==> config.mk <==
export PLATFORM = sky130hd
export DESIGN_NAME = adpll_gain_scheduler
export DESIGN_NICKNAME = d
export VERILOG_FILES = /design/src/rtl/adpll_ctrl_pkg.sv /design/src/rtl/ref_edge_sync.sv /design/src/rtl/adpll_gain_scheduler.sv
export SDC_FILE = /design/constraint.sdc
export NUM_CORES = 1
export LEC_CHECK = 0
export ABC_AREA = 0
export BUFFER_PORTS_ARGS = -buffer_cell sky130_fd_sc_hd__buf_2
export CAP_MARGIN = 30
export CORE_UTILIZATION = 40
export DETAILED_ROUTE_END_ITERATION = 12
export PLACE_DENSITY_LB_ADDON = 0.3
export SYNTH_ARGS = -nofsm -noshare
export SYNTH_HDL_FRONTEND = slang
export SYNTH_SLANG_ARGS = --single-unit
==> constraint.sdc <==
create_clock -name fpga_clk_i -period 2.7 [get_ports fpga_clk_i]
set_input_delay 0.135 -clock fpga_clk_i [delete_from_list [all_inputs] [get_ports fpga_clk_i]]
set_output_delay 0.135 -clock fpga_clk_i [all_outputs]
set_load 0.01 [all_outputs]
==> src/rtl/adpll_ctrl_pkg.sv <==
// Shared constants for the ADPLL supervisory controller: state encoding and
// the default loop gains, also used by the top level and the RingADPLL instance.
package adpll_ctrl_pkg;

  localparam int unsigned STATE_W = 3;

  localparam logic [STATE_W-1:0] ST_IDLE    = 3'd0;
  localparam logic [STATE_W-1:0] ST_ACQUIRE = 3'd1;
  localparam logic [STATE_W-1:0] ST_SETTLE  = 3'd2;
  localparam logic [STATE_W-1:0] ST_TRACK   = 3'd3;
  localparam logic [STATE_W-1:0] ST_RESTART = 3'd4;

  localparam int unsigned KP_WIDTH_DEF = 6;
  localparam int unsigned KI_WIDTH_DEF = 9;

  // kp has 5 fractional bits, ki has 8
  localparam logic [KP_WIDTH_DEF-1:0] KP_ACQ_DEF = 6'd18;
  localparam logic [KI_WIDTH_DEF-1:0] KI_ACQ_DEF = 9'd4;
  localparam logic [KP_WIDTH_DEF-1:0] KP_TRK_DEF = 6'd9;
  localparam logic [KI_WIDTH_DEF-1:0] KI_TRK_DEF = 9'd1;

endpackage

==> src/rtl/ref_edge_sync.sv <==
// Two-flop synchronizer for an asynchronous level plus a rising-edge detect.
// Ports: clk, rst_n (synchronous, active-low), din (async level),
//        rise_c (one-cycle pulse, combinational from flops).
module ref_edge_sync (
  input  logic clk,
  input  logic rst_n,
  input  logic din,
  output logic rise_c
);

  logic meta;
  logic sync;
  logic sync_d;

  always_ff @(posedge clk) begin
    if (!rst_n) begin
      meta   <= 1'b0;
      sync   <= 1'b0;
      sync_d <= 1'b0;
    end else begin
      meta   <= din;
      sync   <= meta;
      sync_d <= sync;
    end
  end

  assign rise_c = sync & ~sync_d;

endmodule

==> src/rtl/adpll_gain_scheduler.sv <==
// Supervisory gain scheduler for the ring ADPLL: sequences acquire / settle /
// track with wide then narrow gains, declares lock/unlock from the phase error
// and restarts the loop on acquisition timeout.
// Ports: fpga_clk_i, reset_n_i (sync, active-low), enable_i, ref_clk_i (async),
//        error_i (signed) in; adpll_enable_o, kp_o, ki_o, locked_o,
//        timeout_o (1-cycle pulse), state_o out. All outputs registered.
module adpll_gain_scheduler
  import adpll_ctrl_pkg::*;
#(
  parameter int unsigned ERR_WIDTH      = 8,
  parameter int unsigned KP_WIDTH       = KP_WIDTH_DEF,
  parameter int unsigned KI_WIDTH       = KI_WIDTH_DEF,
  parameter logic [KP_WIDTH-1:0] KP_ACQ = KP_WIDTH'(KP_ACQ_DEF),
  parameter logic [KI_WIDTH-1:0] KI_ACQ = KI_WIDTH'(KI_ACQ_DEF),
  parameter logic [KP_WIDTH-1:0] KP_TRK = KP_WIDTH'(KP_TRK_DEF),
  parameter logic [KI_WIDTH-1:0] KI_TRK = KI_WIDTH'(KI_TRK_DEF),
  parameter int unsigned LOCK_THRESH    = 3,
  parameter int unsigned UNLOCK_THRESH  = 12,
  parameter int unsigned LOCK_COUNT     = 64,
  parameter int unsigned UNLOCK_COUNT   = 8,
  parameter int unsigned SETTLE_EDGES   = 32,
  parameter int unsigned ACQ_TIMEOUT    = 4096,
  parameter int unsigned RESTART_CYCLES = 16
) (
  input  logic                 fpga_clk_i,
  input  logic                 reset_n_i,
  input  logic                 enable_i,
  input  logic                 ref_clk_i,
  input  logic [ERR_WIDTH-1:0] error_i,
  output logic                 adpll_enable_o,
  output logic [KP_WIDTH-1:0]  kp_o,
  output logic [KI_WIDTH-1:0]  ki_o,
  output logic                 locked_o,
  output logic                 timeout_o,
  output logic [STATE_W-1:0]   state_o
);

  localparam int unsigned AW    = ERR_WIDTH - 1;
  localparam int unsigned LCK_W = $clog2(LOCK_COUNT) + 1;
  localparam int unsigned UNL_W = $clog2(UNLOCK_COUNT) + 1;
  localparam int unsigned SET_W = $clog2(SETTLE_EDGES) + 1;
  localparam int unsigned TMO_W = $clog2(ACQ_TIMEOUT) + 1;
  localparam int unsigned RST_W = $clog2(RESTART_CYCLES) + 1;

  logic                 ref_tick_c;
  logic [ERR_WIDTH-1:0] neg_err_c;
  logic [AW-1:0]        abs_err_c;
  logic                 in_lock_c;
  logic                 out_lock_c;

  logic [STATE_W-1:0] state, state_nxt;
  logic [LCK_W-1:0]   lock_cnt, lock_cnt_nxt;
  logic [UNL_W-1:0]   unlock_cnt, unlock_cnt_nxt;
  logic [SET_W-1:0]   settle_cnt, settle_cnt_nxt;
  logic [TMO_W-1:0]   tmo_cnt, tmo_cnt_nxt;
  logic [RST_W-1:0]   rst_cnt, rst_cnt_nxt;

  logic                enable_nxt;
  logic [KP_WIDTH-1:0] kp_nxt;
  logic [KI_WIDTH-1:0] ki_nxt;
  logic                locked_nxt;
  logic                timeout_nxt;

  ref_edge_sync u_ref_sync (
    .clk    (fpga_clk_i),
    .rst_n  (reset_n_i),
    .din    (ref_clk_i),
    .rise_c (ref_tick_c)
  );

  // Saturating magnitude: the most negative code maps to all-ones
  always_comb begin
    neg_err_c = ~error_i + ERR_WIDTH'(1);
    abs_err_c = error_i[AW-1:0];
    if (error_i[ERR_WIDTH-1]) begin
      if (neg_err_c[ERR_WIDTH-1]) abs_err_c = '1;
      else                        abs_err_c = neg_err_c[AW-1:0];
    end
  end

  assign in_lock_c  = (abs_err_c <= AW'(LOCK_THRESH));
  assign out_lock_c = (abs_err_c >  AW'(UNLOCK_THRESH));

  // State and counter registers
  always_ff @(posedge fpga_clk_i) begin
    if (!reset_n_i) begin
      state      <= ST_IDLE;
      lock_cnt   <= '0;
      unlock_cnt <= '0;
      settle_cnt <= '0;
      tmo_cnt    <= '0;
      rst_cnt    <= '0;
    end else begin
      state      <= state_nxt;
      lock_cnt   <= lock_cnt_nxt;
      unlock_cnt <= unlock_cnt_nxt;
      settle_cnt <= settle_cnt_nxt;
      tmo_cnt    <= tmo_cnt_nxt;
      rst_cnt    <= rst_cnt_nxt;
    end
  end

  // Next state and counters; counters saturate and clear on any state change
  always_comb begin
    state_nxt      = state;
    lock_cnt_nxt   = lock_cnt;
    unlock_cnt_nxt = unlock_cnt;
    settle_cnt_nxt = settle_cnt;
    tmo_cnt_nxt    = tmo_cnt;
    rst_cnt_nxt    = rst_cnt;
    case (state)
      ST_IDLE: begin
        if (enable_i) state_nxt = ST_ACQUIRE;
      end
      ST_ACQUIRE: begin
        if (ref_tick_c) begin
          tmo_cnt_nxt = (tmo_cnt == TMO_W'(ACQ_TIMEOUT)) ? tmo_cnt : tmo_cnt + TMO_W'(1);
          if (in_lock_c)
            lock_cnt_nxt = (lock_cnt == LCK_W'(LOCK_COUNT)) ? lock_cnt : lock_cnt + LCK_W'(1);
          else
            lock_cnt_nxt = '0;
          // lock takes precedence over a simultaneous timeout
          if (lock_cnt_nxt == LCK_W'(LOCK_COUNT))     state_nxt = ST_SETTLE;
          else if (tmo_cnt_nxt == TMO_W'(ACQ_TIMEOUT)) state_nxt = ST_RESTART;
        end
      end
      ST_SETTLE: begin
        if (ref_tick_c) begin
          settle_cnt_nxt = (settle_cnt == SET_W'(SETTLE_EDGES)) ? settle_cnt
                                                                 : settle_cnt + SET_W'(1);
          if (settle_cnt_nxt == SET_W'(SETTLE_EDGES)) state_nxt = ST_TRACK;
        end
      end
      ST_TRACK: begin
        if (ref_tick_c) begin
          if (out_lock_c)
            unlock_cnt_nxt = (unlock_cnt == UNL_W'(UNLOCK_COUNT)) ? unlock_cnt
                                                                   : unlock_cnt + UNL_W'(1);
          else
            unlock_cnt_nxt = '0;
          if (unlock_cnt_nxt == UNL_W'(UNLOCK_COUNT)) state_nxt = ST_ACQUIRE;
        end
      end
      ST_RESTART: begin
        rst_cnt_nxt = (rst_cnt == RST_W'(RESTART_CYCLES)) ? rst_cnt : rst_cnt + RST_W'(1);
        if (rst_cnt_nxt == RST_W'(RESTART_CYCLES)) state_nxt = ST_ACQUIRE;
      end
      default: state_nxt = ST_IDLE;
    endcase
    // dropping the run request overrides every other transition
    if (!enable_i) state_nxt = ST_IDLE;
    if (state_nxt != state) begin
      lock_cnt_nxt   = '0;
      unlock_cnt_nxt = '0;
      settle_cnt_nxt = '0;
      tmo_cnt_nxt    = '0;
      rst_cnt_nxt    = '0;
    end
  end

  // Output values follow the upcoming state so gains move with the transition
  always_comb begin
    enable_nxt  = 1'b0;
    kp_nxt      = KP_ACQ;
    ki_nxt      = KI_ACQ;
    locked_nxt  = 1'b0;
    timeout_nxt = (state == ST_ACQUIRE) && (state_nxt == ST_RESTART);
    case (state_nxt)
      ST_ACQUIRE: enable_nxt = 1'b1;
      ST_SETTLE: begin
        enable_nxt = 1'b1;
        kp_nxt     = KP_TRK;
        ki_nxt     = KI_TRK;
      end
      ST_TRACK: begin
        enable_nxt = 1'b1;
        kp_nxt     = KP_TRK;
        ki_nxt     = KI_TRK;
        locked_nxt = 1'b1;
      end
      default: enable_nxt = 1'b0;
    endcase
  end

  // Output registers
  always_ff @(posedge fpga_clk_i) begin
    if (!reset_n_i) begin
      adpll_enable_o <= 1'b0;
      kp_o           <= KP_ACQ;
      ki_o           <= KI_ACQ;
      locked_o       <= 1'b0;
      timeout_o      <= 1'b0;
    end else begin
      adpll_enable_o <= enable_nxt;
      kp_o           <= kp_nxt;
      ki_o           <= ki_nxt;
      locked_o       <= locked_nxt;
      timeout_o      <= timeout_nxt;
    end
  end

  assign state_o = state;

endmodule

==> impl_summary.md, run 1 <==
Critical path
The number of cells on the worst reg-to-reg path is 11. On the worst path, the slowest cell contributes a delay of 0.46 ns. The signal arrival time at the worst endpoint is 2.95 ns. Counting stages on the worst path, the most repeated cell is sky130_fd_sc_hd__nor4b_4.

The number of cells on the critical path is 11. For flop-to-flop paths, the worst setup slack is -0.02 ns. The total buffers and inverters traversed by the critical path is 2.

Following the worst setup path forward leads to its endpoint at tmo_cnt[2]. The endpoint identified for the worst register-to-register timing path is tmo_cnt[2]. The slowest stage cell on the critical path is sky130_fd_sc_hd__or4b_4. The critical path is of the flip-flop to flip-flop type. The signal on the critical path passes through inv_2, ha_1, or4b_4, nor4b_4, o21ai_2, nand2b_4, nor4_4, o211ai_4, xor2_4, clkbuf_16, nor4b_4. At the worst endpoint, the required time is 2.93 ns.

The startpoint identified for the worst register-to-register timing path is tmo_cnt[0]. The worst setup path startpoint is tmo_cnt[0]. Broken down by cell family, the worst path's largest delay share belongs to simple AND/OR/NAND/NOR gates. In this run the worst path has a maximum fanout of 5. STA classifies the critical path endpoint as a flip-flop. STA classifies the critical path startpoint as a flip-flop.

Cells and area
At the end of the flow, the number of nets in the layout was 498. The count of filler cells inserted in the layout is 805. Compared with the post-synthesis result, the final layout area differs by 20.33%. The final cell area excluding filler cells is between 0.004 and 0.005 mm^2. The repair_antennas step left the layout with diodes totalling 0. The final core utilization is 0.4958. The fraction of final layout cells sized beyond drive strength 1 is 0.2437.

Timing
The clock arrives with 0.01554 ns of skew. The final hold violation count came to 0. The portion of the clock cycle consumed by the worst path in the final layout is 1.009. Setup violations remaining at the end of the flow were counted as 4. The fmax is approximately 0.37 GHz. Setup total negative slack on the finished layout was measured at -0.03598 ns. At the pin with the least slew margin, the transition time is between 0.5 and 0.6 ns. Setup repair after global routing could not meet its margin everywhere. The final number of max-transition violations is 0. Counting I/O delays and the setup requirement, the final critical path takes 2.724 ns. The worst relative slew slack is 0.6267. The final setup slack of the worst path is -0.02375 ns.

Route
The count of TritonRoute iterations in the first routing pass is 4. After detailed routing, the average wire length per cell comes to 13.76 um. The wire length reported by the detailed router is 7993 um. The DRC violation count after routing is 0. The detailed router finished its first iteration with 153 violations. The number of vias per cell is 5.410.

The via total after detailed routing is 3,143. The count of nets left with antenna violations once routing finished came out at 0.

Synth
The share of the synthesized area in the top cell type is 0.2720. The total number of yosys warnings is 0. The sequential cell area fraction in the yosys report is 0.2720.

Of all cell types, the one taking the most synthesized area is sky130_fd_sc_hd__dfxtp_1. Synthesis instantiated a little under 70 different standard cells from the library. The flip-flop and latch count after synthesis is 46. Sorting the synthesized cells by area gives the leading types as sky130_fd_sc_hd__dfxtp_1 (27%), sky130_fd_sc_hd__nor2_1 (4.5%), sky130_fd_sc_hd__nand2_1 (4.4%). For this run, the leading register cell type out of synthesis is sky130_fd_sc_hd__dfxtp_1. The post-synthesis area per instance is approximately 7.9 um^2. The synthesized netlist occupies a cell area of 0.003386 mm^2. The post-synthesis cell count is 427. The async set-reset flop share out of synthesis is 0. Yosys mapped a number of flops with a built-in enable equal to 0.

Placement
The placed cell area is 0.003764 mm^2. The half-perimeter wire length after placement is 5769 um. The count of buffers inserted at the top-level ports is 23.

Routability-driven placement finished with a final weighted congestion of roughly 0.82.

CTS
The tree built by TritonCTS fans out to 46 sinks. For this design, the CTS-stage hold fixing added 0 buffers. The number of buffers created by CTS is 5. The later pin in the worst-skew pair is clocked with a latency of 0.31 ns.

The post-CTS clock slew at the launch and capture registers of the worst setup and hold paths is 0.10 ns. The root buffer cell chosen for the clock tree is sky130_fd_sc_hd__clkbuf_8. The longest clock path from root to sink contains 2 buffers. The H-tree generated during clock tree synthesis spans 2 levels. The clock tree from TritonCTS is built.

Power
The total power is 1.290 mW. Summed over all cells, the static leakage comes to 1.494 nW. Dividing total power by cell area gives a power density of between 300 and 400 mW/mm^2.

VDD sags by at most 0.0001755 V.

Flow run
The reported max-cap violation count is 0.

GRT
In the global route stage, overall resource usage came out at 0.1888. The number of antenna violations at the first check in global routing is 0. Entering global routing, the biggest net connects 23 pins. For this run the aggregate overflow at the end of global routing stands at 0.

The via count of the first global-routing pass is 2,980. The first global-routing pass estimated between 10,000 and 15,000 um of wire.

Floorplanning
The height of the die is 94 um. The core region is 0.008217 mm^2. After floorplanning, the core was divided into 33 placement rows. The floorplan step set the die width to 94 um. For this design the top-level I/O count stands at 33.

The initial utilization of the core area, before any placement, comes to 0.4121. The die area is between 0.008 and 0.009 mm^2.

Worst hold path
Counting instances, the worst hold path has a depth of 2. The path class of the lowest-slack min-delay path is input pin to flip-flop. The worst hold path begins at ref_clk_i.

Run status
The flow ran to the end, but the final reports show violations. The final reports fail on setup timing.
==> report_power, final <==
group / total (mW) / switching (mW) / internal, mW
clock: 0.444 / 0.259 / 0.186
combinational: 0.161 / 0.0918 / 0.0696
sequential: 0.684 / 0.00182 / 0.682
total: 1.29 / 0.353 / 0.937
==> area by class of cell <==
type	count	area (um^2)	share of cell area
tap	105	131.4	0.03225
multi-input combinational	332	2332	0.5725
clock inverter	3	23.77	0.005835
clock buffer	5	68.82	0.01689
inverter	21	78.83	0.01935
sequential	46	922.1	0.2264
timing repair buffer	69	516.7	0.1268
==> registers in the layout, indices dropped and copies added, names as in the netlist, 3 cells and up <==
register / flops
lock_cnt: 7
rst_cnt: 5
settle_cnt: 6
state_o: 3
tmo_cnt: 13
unlock_cnt: 4
==> metrics by stage <==
step           cells  setup slack [ns]  hold slack (ns)
2_1_floorplan    435           0.02717           0.2484
3_3_place_gp     569           0.01570           0.3449
3_5_place_dp     569          -0.03817           0.3449
4_1_cts          577         -0.005838         0.008072
5_1_grt          581           -0.1318          0.02856
6_report         581          -0.02375          0.02050
==> per-layer routing <==
metal  wire (um)  vias to the layer above  GRT usage
met3         164                        9    0.03722
li1            -                     1603          -
met2        3802                       41     0.3163
met4         133                        0    0.07436
met5           0                        -          0
met1        3892                     1490     0.2361
==> how the worst min path moves through the flow <==
stage	to	slack (ns)
after floorplan	kp_o[1]	0.25
after global placement	u_ref_sync.meta	0.34
after detailed placement	u_ref_sync.meta	0.34
after CTS	u_ref_sync.meta	0.008
after global routing	u_ref_sync.meta	0.03
final	u_ref_sync.meta	0.02
==> worst reg2reg max path: stages (launching register included) <==
cell and delay (ns):
sky130_fd_sc_hd__dfxtp_2 0.33, sky130_fd_sc_hd__inv_2 0.05, sky130_fd_sc_hd__ha_1 0.12, sky130_fd_sc_hd__or4b_4 0.46, sky130_fd_sc_hd__nor4b_4 0.27, sky130_fd_sc_hd__o21ai_2 0.12
sky130_fd_sc_hd__nand2b_4 0.15, sky130_fd_sc_hd__nor4_4 0.35, sky130_fd_sc_hd__o211ai_4 0.15, sky130_fd_sc_hd__xor2_4 0.21, sky130_fd_sc_hd__clkbuf_16 0.20, sky130_fd_sc_hd__nor4b_4 0.25
==> logic make-up after synthesis <==
family          synth area share
compound gates            0.1615
simple gates              0.3548
flops                     0.2720
buf+inv                  0.09239
other cells             0.001108
xor+xnor                 0.05691
mux                      0.02070
fa+ha+maj                0.04065
==> layout by cell type (no fill, tap or decap), types with 5 or more instances in the layout <==
master / Yosys / routed
sky130_fd_sc_hd__buf_2: 1 / 24
sky130_fd_sc_hd__mux2i_1: 7 / 6
sky130_fd_sc_hd__buf_4: 14 / 39
sky130_fd_sc_hd__nand2_1: 40 / 38
sky130_fd_sc_hd__nand4_1: 8 / 8
sky130_fd_sc_hd__xnor2_1: 14 / 14
sky130_fd_sc_hd__nor2b_1: 5 / 5
sky130_fd_sc_hd__dfxtp_1: 46 / 45
sky130_fd_sc_hd__ha_1: 11 / 9
sky130_fd_sc_hd__o211ai_1: 5 / 5
sky130_fd_sc_hd__nor4_1: 9 / 8
sky130_fd_sc_hd__and3b_1: 5 / 5
sky130_fd_sc_hd__nor3b_1: 10 / 8
sky130_fd_sc_hd__a21oi_1: 14 / 14
sky130_fd_sc_hd__inv_1: 21 / 20
sky130_fd_sc_hd__nor2_1: 41 / 40
sky130_fd_sc_hd__and3_1: 8 / 8
sky130_fd_sc_hd__nand2b_1: 6 / 5
sky130_fd_sc_hd__o21ai_0: 15 / 15
sky130_fd_sc_hd__xor2_1: 8 / 7
sky130_fd_sc_hd__and2_1: 8 / 8
sky130_fd_sc_hd__conb_1: 1 / 9
sky130_fd_sc_hd__nand3_1: 15 / 15
sky130_fd_sc_hd__clkbuf_8: 0 / 5
sky130_fd_sc_hd__nor3_1: 13 / 13
==> timing repair <==
action | CTS | global route
cloned | 0 | 3
endpoints found under the setup margin | 17 | 36
pin swaps | 0 | 3
setup buffers | 0 | 1
gates resized for setup | 5 | 25
==> synthesized netlist by cell type, types with 3 or more instances <==
cell                        n
sky130_fd_sc_hd__dfxtp_1   46
sky130_fd_sc_hd__nor2_1    41
sky130_fd_sc_hd__nand2_1   40
sky130_fd_sc_hd__inv_1     21
sky130_fd_sc_hd__nand3_1   15
sky130_fd_sc_hd__o21ai_0   15
sky130_fd_sc_hd__a21oi_1   14
sky130_fd_sc_hd__buf_4     14
sky130_fd_sc_hd__xnor2_1   14
sky130_fd_sc_hd__clkbuf_1  13
sky130_fd_sc_hd__nor3_1    13
sky130_fd_sc_hd__ha_1      11
sky130_fd_sc_hd__nor3b_1   10
sky130_fd_sc_hd__nor4_1     9
sky130_fd_sc_hd__and2_1     8
sky130_fd_sc_hd__and3_1     8
sky130_fd_sc_hd__nand4_1    8
sky130_fd_sc_hd__xor2_1     8
sky130_fd_sc_hd__mux2i_1    7
sky130_fd_sc_hd__buf_6      6
sky130_fd_sc_hd__nand2b_1   6
sky130_fd_sc_hd__and3b_1    5
sky130_fd_sc_hd__nor2b_1    5
sky130_fd_sc_hd__o211ai_1   5
sky130_fd_sc_hd__o31a_1     4
sky130_fd_sc_hd__o31ai_1    4
sky130_fd_sc_hd__or3_1      4
sky130_fd_sc_hd__a211oi_1   3
sky130_fd_sc_hd__a22oi_1    3
sky130_fd_sc_hd__a311oi_1   3
sky130_fd_sc_hd__a31o_2     3
sky130_fd_sc_hd__and4_1     3
sky130_fd_sc_hd__nand3b_1   3
sky130_fd_sc_hd__nand4b_1   3
sky130_fd_sc_hd__nor4b_1    3
sky130_fd_sc_hd__o22ai_1    3
sky130_fd_sc_hd__or2_2      3
Power figures use the tool's default switching activity.
==> run 2: changes to the inputs <==
--- a/config.mk
+++ b/config.mk
@@ -11,6 +11,7 @@
 export CORE_UTILIZATION = 40
 export DETAILED_ROUTE_END_ITERATION = 12
 export PLACE_DENSITY_LB_ADDON = 0.3
+export SETUP_SLACK_MARGIN = 0.15
 export SYNTH_ARGS = -nofsm -noshare
 export SYNTH_HDL_FRONTEND = slang
 export SYNTH_SLANG_ARGS = --single-unit
==> run 2 against run 1 <==
Compared with the run above: the run still ends with setup timing left; clock power shrank 1%; first-iteration DRC count shrank 17%; clock skew shrank 0.0034 ns; sequential power is essentially flat; routed wire length shrank 0.86%; hold slack gained 0.0087 ns; critical endpoint unchanged; register-to-register slack lost 0.099 ns; count of clock-buffer cells in the layout is the same; non-clock buffer count shrank 10; cell count shrank 1.7%; total power shrank 1.6%; global-route usage shrank 0.24 points; critical path type unchanged.
==> impl_summary.md, run 2 (synthesized netlist as in run 1, its figures left out) <==
Floorplanning
The chip width is 94 um. The number of I/O pins is 33. The floorplan step defined a die boundary enclosing 0.008836 mm^2. The core region is 0.008217 mm^2.

The height of the die is 94 um. The effective utilization at floorplan is 0.4121. After floorplanning, the core was divided into 33 placement rows.

Placement
The global placement routability congestion is 0.8628. The cell count after placement is 560. The half-perimeter wire length after placement is 5709 um.

The count of buffers inserted at the top-level ports is 23. Before CTS, the worst setup slack after placement is -0.1004 ns.

Timing
The final hold violation count was 0. The final number of max-transition violations was 0. The clock tree skew after final layout is roughly 0.012 ns. The final critical-path required period is ~2.8 ns. The worst hold margin is ~0.029 ns. The portion of the clock cycle consumed by the worst path in the final layout is 1.046. The fmax is 0.3543 GHz. Setup violations remaining at the end of the flow were counted as 35.

Setup repair after global routing could not meet its margin everywhere. Adding up every negative setup slack in the final design gives -2.608 ns. The final setup slack of the worst path is -0.1229 ns.

CTS
The sink count of the clock tree is 46. Clock tree synthesis inserted a total of 5 buffers. The clock tree from TritonCTS is built. No sink is reached through more buffers than the 2 on the longest clock path. The cell at the root of the clock tree is sky130_fd_sc_hd__clkbuf_8.

The level count of the clock H-tree is 2. The worst-skew pair later-pin latency is 0.31 ns. The number of hold buffers added after CTS was 0. After clock tree synthesis, the clock-pin slew on the worst setup and hold paths is 0.10 ns.

Critical path
The worst setup path is captured at a flip-flop. The maximum fanout encountered on the critical timing path is 9. The launch point of the worst reg-to-reg path is tmo_cnt[0]. The destination of the critical timing path is tmo_cnt[2].

In this run the critical register-to-register path is captured at tmo_cnt[2]. The sort of element at the start of the critical path is a flip-flop. The cell count of the worst reg-to-reg path is 11.

The required time of the critical path is between 2 and 3 ns. The signal arrival time at the worst endpoint is 3.02 ns. The most critical setup path has its startpoint at tmo_cnt[0].

The worst setup path is of the flip-flop to flip-flop kind. The slack of the worst reg-to-reg path is -0.12 ns.

Route
The first detailed-routing pass ran for 4 iterations. The DRC violation count after routing is 0. In the final routing, the length of wire on met1 measures 3591 um.

The average wire per cell in the routed design is 13.88 um. Detailed routing placed a total of 297 um of wire on met3. The wire length reported by the detailed router is 7924 um. The via total after detailed routing is 3,190.

The residual antenna-violating net count after detailed routing is 0. The number of DRC markers after the initial detailed-route iteration is 127. The highest routing layer actually used is met4. The routed length on met2 is 3882 um.

After detailed routing, the number of vias per cell comes to approximately 5.6.

Cells and area
The largest registers in the layout are tmo_cnt x13, lock_cnt x7, settle_cnt x6. The commonest non-fill, non-tap cell in the layout is sky130_fd_sc_hd__dfxtp_1. The register with the most flip-flops in the layout has 13 of them. In the final layout, the share of cells above drive strength 1 is 0.2425. Compared with the post-synthesis result, the final layout area differs by 17.96%. 0 antenna diodes ended up in the layout. The final cell count without fillers is 571.

Fill cells in the final layout number 809. The final net count is 488. Leaving out fill and tap cells, the most frequent cells in the layout are sky130_fd_sc_hd__dfxtp_1 (43), sky130_fd_sc_hd__nor2_1 (41), sky130_fd_sc_hd__nand2_1 (37), sky130_fd_sc_hd__buf_4 (27), sky130_fd_sc_hd__buf_2 (23). The top register by number of flip-flops is tmo_cnt.

Worst hold path
The path class of the lowest-slack min-delay path is input pin to flip-flop. The beginning of the worst hold path is ref_clk_i.

GRT
For this run the aggregate overflow at the end of global routing stands at 0. The first global-routing pass estimated 13,320 um of wire. The number of antenna violations at the first check in global routing is 0. The pin count of the biggest net entering global routing is 23. The via count of the first global-routing pass came to 2,925.

The combined global-route utilization of all metal layers is 0.1864.

Run status
The checks that failed: setup timing. The flow ran to the end, but the final reports show violations.

Power
Across the VDD grid, the largest voltage drop is 0.0001800 V. Summed over all cells, the static leakage comes to ~1.5 nW. The areal power density over the cells is 317.7 mW/mm^2.

Flow run
Max-cap violations in this run came to 0.
[run 2: worst max-delay path: stages (launching register included)]
cell                        delay, ns
sky130_fd_sc_hd__dfxtp_2         0.33
sky130_fd_sc_hd__inv_2           0.07
sky130_fd_sc_hd__ha_4            0.13
sky130_fd_sc_hd__or4b_4          0.46
sky130_fd_sc_hd__nor4b_4         0.36
sky130_fd_sc_hd__mux2i_2         0.15
sky130_fd_sc_hd__or3b_4          0.42
sky130_fd_sc_hd__a2111oi_4       0.26
sky130_fd_sc_hd__nor3_4          0.08
sky130_fd_sc_hd__buf_12          0.15
sky130_fd_sc_hd__clkbuf_16       0.16
sky130_fd_sc_hd__nor4b_4         0.12
[run 2: metrics by stage]
| stage | cell area [um^2] | power [mW] | utilization |
|---|---|---|---|
| 2_1_floorplan | 3421 | 0.7936 | - |
| 5_1_grt | 3994 | 1.330 | 0.4861 |
| 3_5_place_dp | 3714 | 0.8277 | 0.4520 |
| 4_1_cts | 3887 | 1.273 | 0.4731 |
| 3_3_place_gp | 3714 | 0.8261 | 0.4520 |
| 6_report | 3994 | 1.269 | 0.4861 |
[run 2: cell type report]
type,count,area (um^2),share of cell area
inverter,21,78.83,0.01974
multi-input combinational,332,2307,0.5777
clock buffer,5,68.82,0.01723
sequential,46,924.6,0.2315
tap,105,131.4,0.03289
timing repair buffer,59,459.2,0.1150
clock inverter,3,23.77,0.005952
[run 2: worst min-delay path by stage]
| stage | to | slack, ns | cells past startpoint |
|---|---|---|---|
| 6_report | u_ref_sync.meta | 0.03 | 2 |
| 5_1_grt | u_ref_sync.meta | 0.05 | 2 |
| 4_1_cts | u_ref_sync.meta | 0.02 | 2 |
| 3_5_place_dp | u_ref_sync.meta | 0.35 | 2 |
| 3_3_place_gp | u_ref_sync.meta | 0.34 | 2 |
| 2_1_floorplan | kp_o[1] | 0.25 | 1 |
[run 2: per-layer routing]
| metal | up-vias | GRT usage |
|---|---|---|
| met5 | - | 0 |
| met2 | 81 | 0.3260 |
| met3 | 15 | 0.02589 |
| met4 | 0 | 0.05897 |
| met1 | 1507 | 0.2343 |
| li1 | 1587 | - |
[run 2: what timing repair did]
action,CTS,global route
pin swaps,4,3
gates cloned,1,1
gates resized for setup,17,18
setup endpoints to repair,39,43
setup buffers,0,1
[run 2: power breakdown]
group	total (mW)	switching (mW)	internal [mW]
registers	0.684	0.00190	0.682
clock network	0.439	0.253	0.185
logic	0.146	0.0839	0.0625
total	1.27	0.339	0.930
==> run 3: changes to the inputs <==
--- a/config.mk
+++ b/config.mk
@@ -11,6 +11,7 @@
 export CORE_UTILIZATION = 40
 export DETAILED_ROUTE_END_ITERATION = 12
 export PLACE_DENSITY_LB_ADDON = 0.3
+export REMOVE_ABC_BUFFERS = 1
 export SETUP_SLACK_MARGIN = 0.15
 export SYNTH_ARGS = -nofsm -noshare
 export SYNTH_HDL_FRONTEND = slang
==> run 3 against run 2 <==
Compared with the run above: the flow still finishes with violations (setup timing); flip-flop and latch count stayed put; count of clock-buffer cells in the layout is 1 higher; combinational power is 21% higher; largest power group unchanged; core utilization is 5.8 points higher.
==> impl_summary.md, run 3 (synthesized netlist as in run 1, its figures left out) <==
Run status
The final reports fail on setup timing. The run finished, with violations left.

Timing
The final number of max-transition violations was 0. The final critical-path required period is approximately 2.8 ns. For this run, the top clock speed supported by timing is 0.3575 GHz. The number of setup violations in the final report is 29. The worst hold margin is 0.02232 ns. Summed over all failing endpoints, the final setup total negative slack is -1.542 ns.

The final hold violation count is 0. Setup repair after global routing could not meet its margin everywhere. Dividing the final minimum period by the clock period gives 1.036. The final setup slack of the worst path is -0.09690 ns. On the final layout, the worst clock skew is approximately 0.015 ns.

Cells and area
0 antenna diodes ended up in the layout. Excluding fillers, the count of instances in the completed layout stands at 620. More flip-flops sit in one register than any other, and that register is tmo_cnt.

The final net count is 537. The count of filler cells inserted in the layout is 739. The flip-flop count of the largest register after layout is 13.

The fraction of final layout cells sized beyond drive strength 1 is 0.3223. Leaving out fill and tap cells, the most frequent cell in the layout is sky130_fd_sc_hd__buf_4. The library cells used most frequently in the layout, excluding fill and tap cells, are sky130_fd_sc_hd__buf_4 (72), sky130_fd_sc_hd__dfxtp_1 (43), sky130_fd_sc_hd__nor2_1 (41), sky130_fd_sc_hd__nand2_1 (35), sky130_fd_sc_hd__buf_2 (23). In the final layout, the registers with the most flip-flops are tmo_cnt x13, lock_cnt x7, settle_cnt x6. The finished cells cover approximately 0.0045 mm^2. Relative to the synthesized area, the layout overhead comes to 31.93%.

Route
The count of nets left with antenna violations once routing finished came out at 0. The DRC violation count after routing is 0. The wire length reported by the detailed router is roughly 8500 um. The average wire per cell in the routed design is 13.67 um. Detailed routing inserted a total of 3,369 vias.

After the first detailed-routing iteration, the DRC count stood at 137. The number of vias per cell is 5.434. The count of TritonRoute iterations in the first routing pass is 5.

Power
The share of total power dissipated in sequential elements is 0.493. The total internal power is 1.041 mW. For this design the static power due to leakage is approximately 1.7 nW. The areal power density over the cells is 310.6 mW/mm^2. The worst-case IR drop observed on VDD is roughly 0.00014 V.

Of the total power, combinational logic draws 0.128. The net switching fraction of the power is 0.2501. Of the total power, the clock network draws 0.380. Overall power consumption after layout is estimated at approximately 1.4 mW. In this run the power spent charging and discharging nets is 346.9 uW.

GRT
The number of antenna violations at the first check in global routing is 0. The pin count of the biggest net entering global routing is 22. The total congestion overflow is 0. Across every metal layer, demand over resource in global routing totals 0.1990. The global-route wire length before repair is 14,160 um. The via count of the first global-routing pass is 3,094.

CTS
The clock passes through at most 2 buffers. TritonCTS created 5 clock buffers. The level count of the clock H-tree is 2. The clock drives 46 sinks. TritonCTS built the clock tree. The tree is rooted in a sky130_fd_sc_hd__clkbuf_8.

For the worst-skew pair, the clock arrives at the later sink with an insertion delay of 0.31 ns. After clock tree synthesis, the clock-pin slew on the worst setup and hold paths is 0.10 ns. The number of hold buffers added after cts is 0.

Floorplanning
The chip width is 94 um. In this run the vertical extent of the chip is between 90 and 100 um. After floorplanning, the core was sized to cover 0.008217 mm^2. The die area is 0.008836 mm^2. The number of I/O pins is 33. The floorplan has 33 rows.

The initial utilization of the core area, before any placement, comes to 0.4121.

Critical path
Counting both buffers and inverters, the worst setup path holds a total of 3. Walking the worst path, the cells encountered are inv_2, ha_1, or4b_4, nor4b_4, mux2i_2, buf_4, nor4_4, o211ai_4, xor2_4, buf_12, and3b_1. The kind of cell with the highest combined delay along the critical path is simple AND/OR/NAND/NOR gates. At the worst endpoint, the arrival time is between 2 and 3 ns.

Among all stages on the critical path, the largest delay is contributed by sky130_fd_sc_hd__or4b_4. The required time of the critical path is 2.89 ns. The maximum fanout encountered on the critical timing path is 12. The delay contributed by the slowest stage of the critical path is 0.46 ns. The type of the worst setup path is flip-flop to flip-flop.

STA classifies the critical path startpoint as a flip-flop. The worst setup path is captured at a flip-flop.

Flow run
The reported max-cap violation count is 0.

Placement
The half-perimeter wire length after placement is 6030 um. The count of buffers inserted at the top-level ports is 23. The cell count after placement is between 600 and 700. The global placement routability congestion is around 0.86.

Once placement finished, the instance area stood at 0.004038 mm^2.

Worst hold path
The path class of the lowest-slack min-delay path is input pin to flip-flop.
-- run 3: cell types whose count changed in the layout (fill, tap and decap cells not counted), moves of 3 or more --
| cell | change |
|---|---|
| sky130_fd_sc_hd__and3_4 | +4 |
| sky130_fd_sc_hd__buf_4 | +45 |
| sky130_fd_sc_hd__and3_1 | -4 |
| sky130_fd_sc_hd__buf_6 | +3 |
-- run 3: stage by stage --
step                setup WS (ns)  utilization
floorplan                  -1.018            -
global placement          -0.3818       0.4880
detailed placement        -0.2417       0.4914
CTS                      -0.07437       0.5282
global route              -0.2320       0.5436
finish                   -0.09690       0.5436
-- run 3: area by class of cell --
type / instances / area [um^2] / area share
clock inverters: 2 / 37.54 / 0.008403
clock buffers: 6 / 72.57 / 0.01625
inverters: 21 / 78.83 / 0.01765
well taps: 105 / 131.4 / 0.02941
repair buffers: 108 / 868.3 / 0.1944
multi-input cells: 332 / 2354 / 0.5269
flip-flops and latches: 46 / 924.6 / 0.2070
-- run 3: per-layer routing --
layer,GRT usage,part of all wire,up-vias
met4,0.06410,0.016,0
li1,-,-,1695
met2,0.3437,0.49,76
met5,0,0,-
met1,0.2535,0.47,1586
met3,0.02751,0.028,12
-- run 3: worst paths after layout --
kind	start	endpoint	slack (ns)	cells after the start
worst max-delay path	tmo_cnt[0]	lock_cnt[6]	-0.1	11
worst min-delay path	ref_clk_i	u_ref_sync.meta	0.02	2
worst min register to register	u_ref_sync.meta	u_ref_sync.sync	0.46	1
worst max register to register	tmo_cnt[0]	lock_cnt[6]	-0.1	11
-- run 3: power groups by stage --
stage | Sequential [mW] | Clock, mW | Combinational (mW)
finish | 0.684 | 0.527 | 0.177
global placement | 0.699 | 0 | 0.131
detailed placement | 0.699 | 0 | 0.137
global route | 0.684 | 0.566 | 0.192
CTS | 0.683 | 0.533 | 0.161
floorplan | 0.704 | 0 | 0.0610
-- run 3: timing repair --
action / CTS / global route
endpoints found under the setup margin: 43 / 43
endpoints found under the hold margin: 0 / 0
pin swaps: 8 / 1
buffers inserted: 2 / 3
gates resized for setup: 24 / 28
cloned: 3 / 2
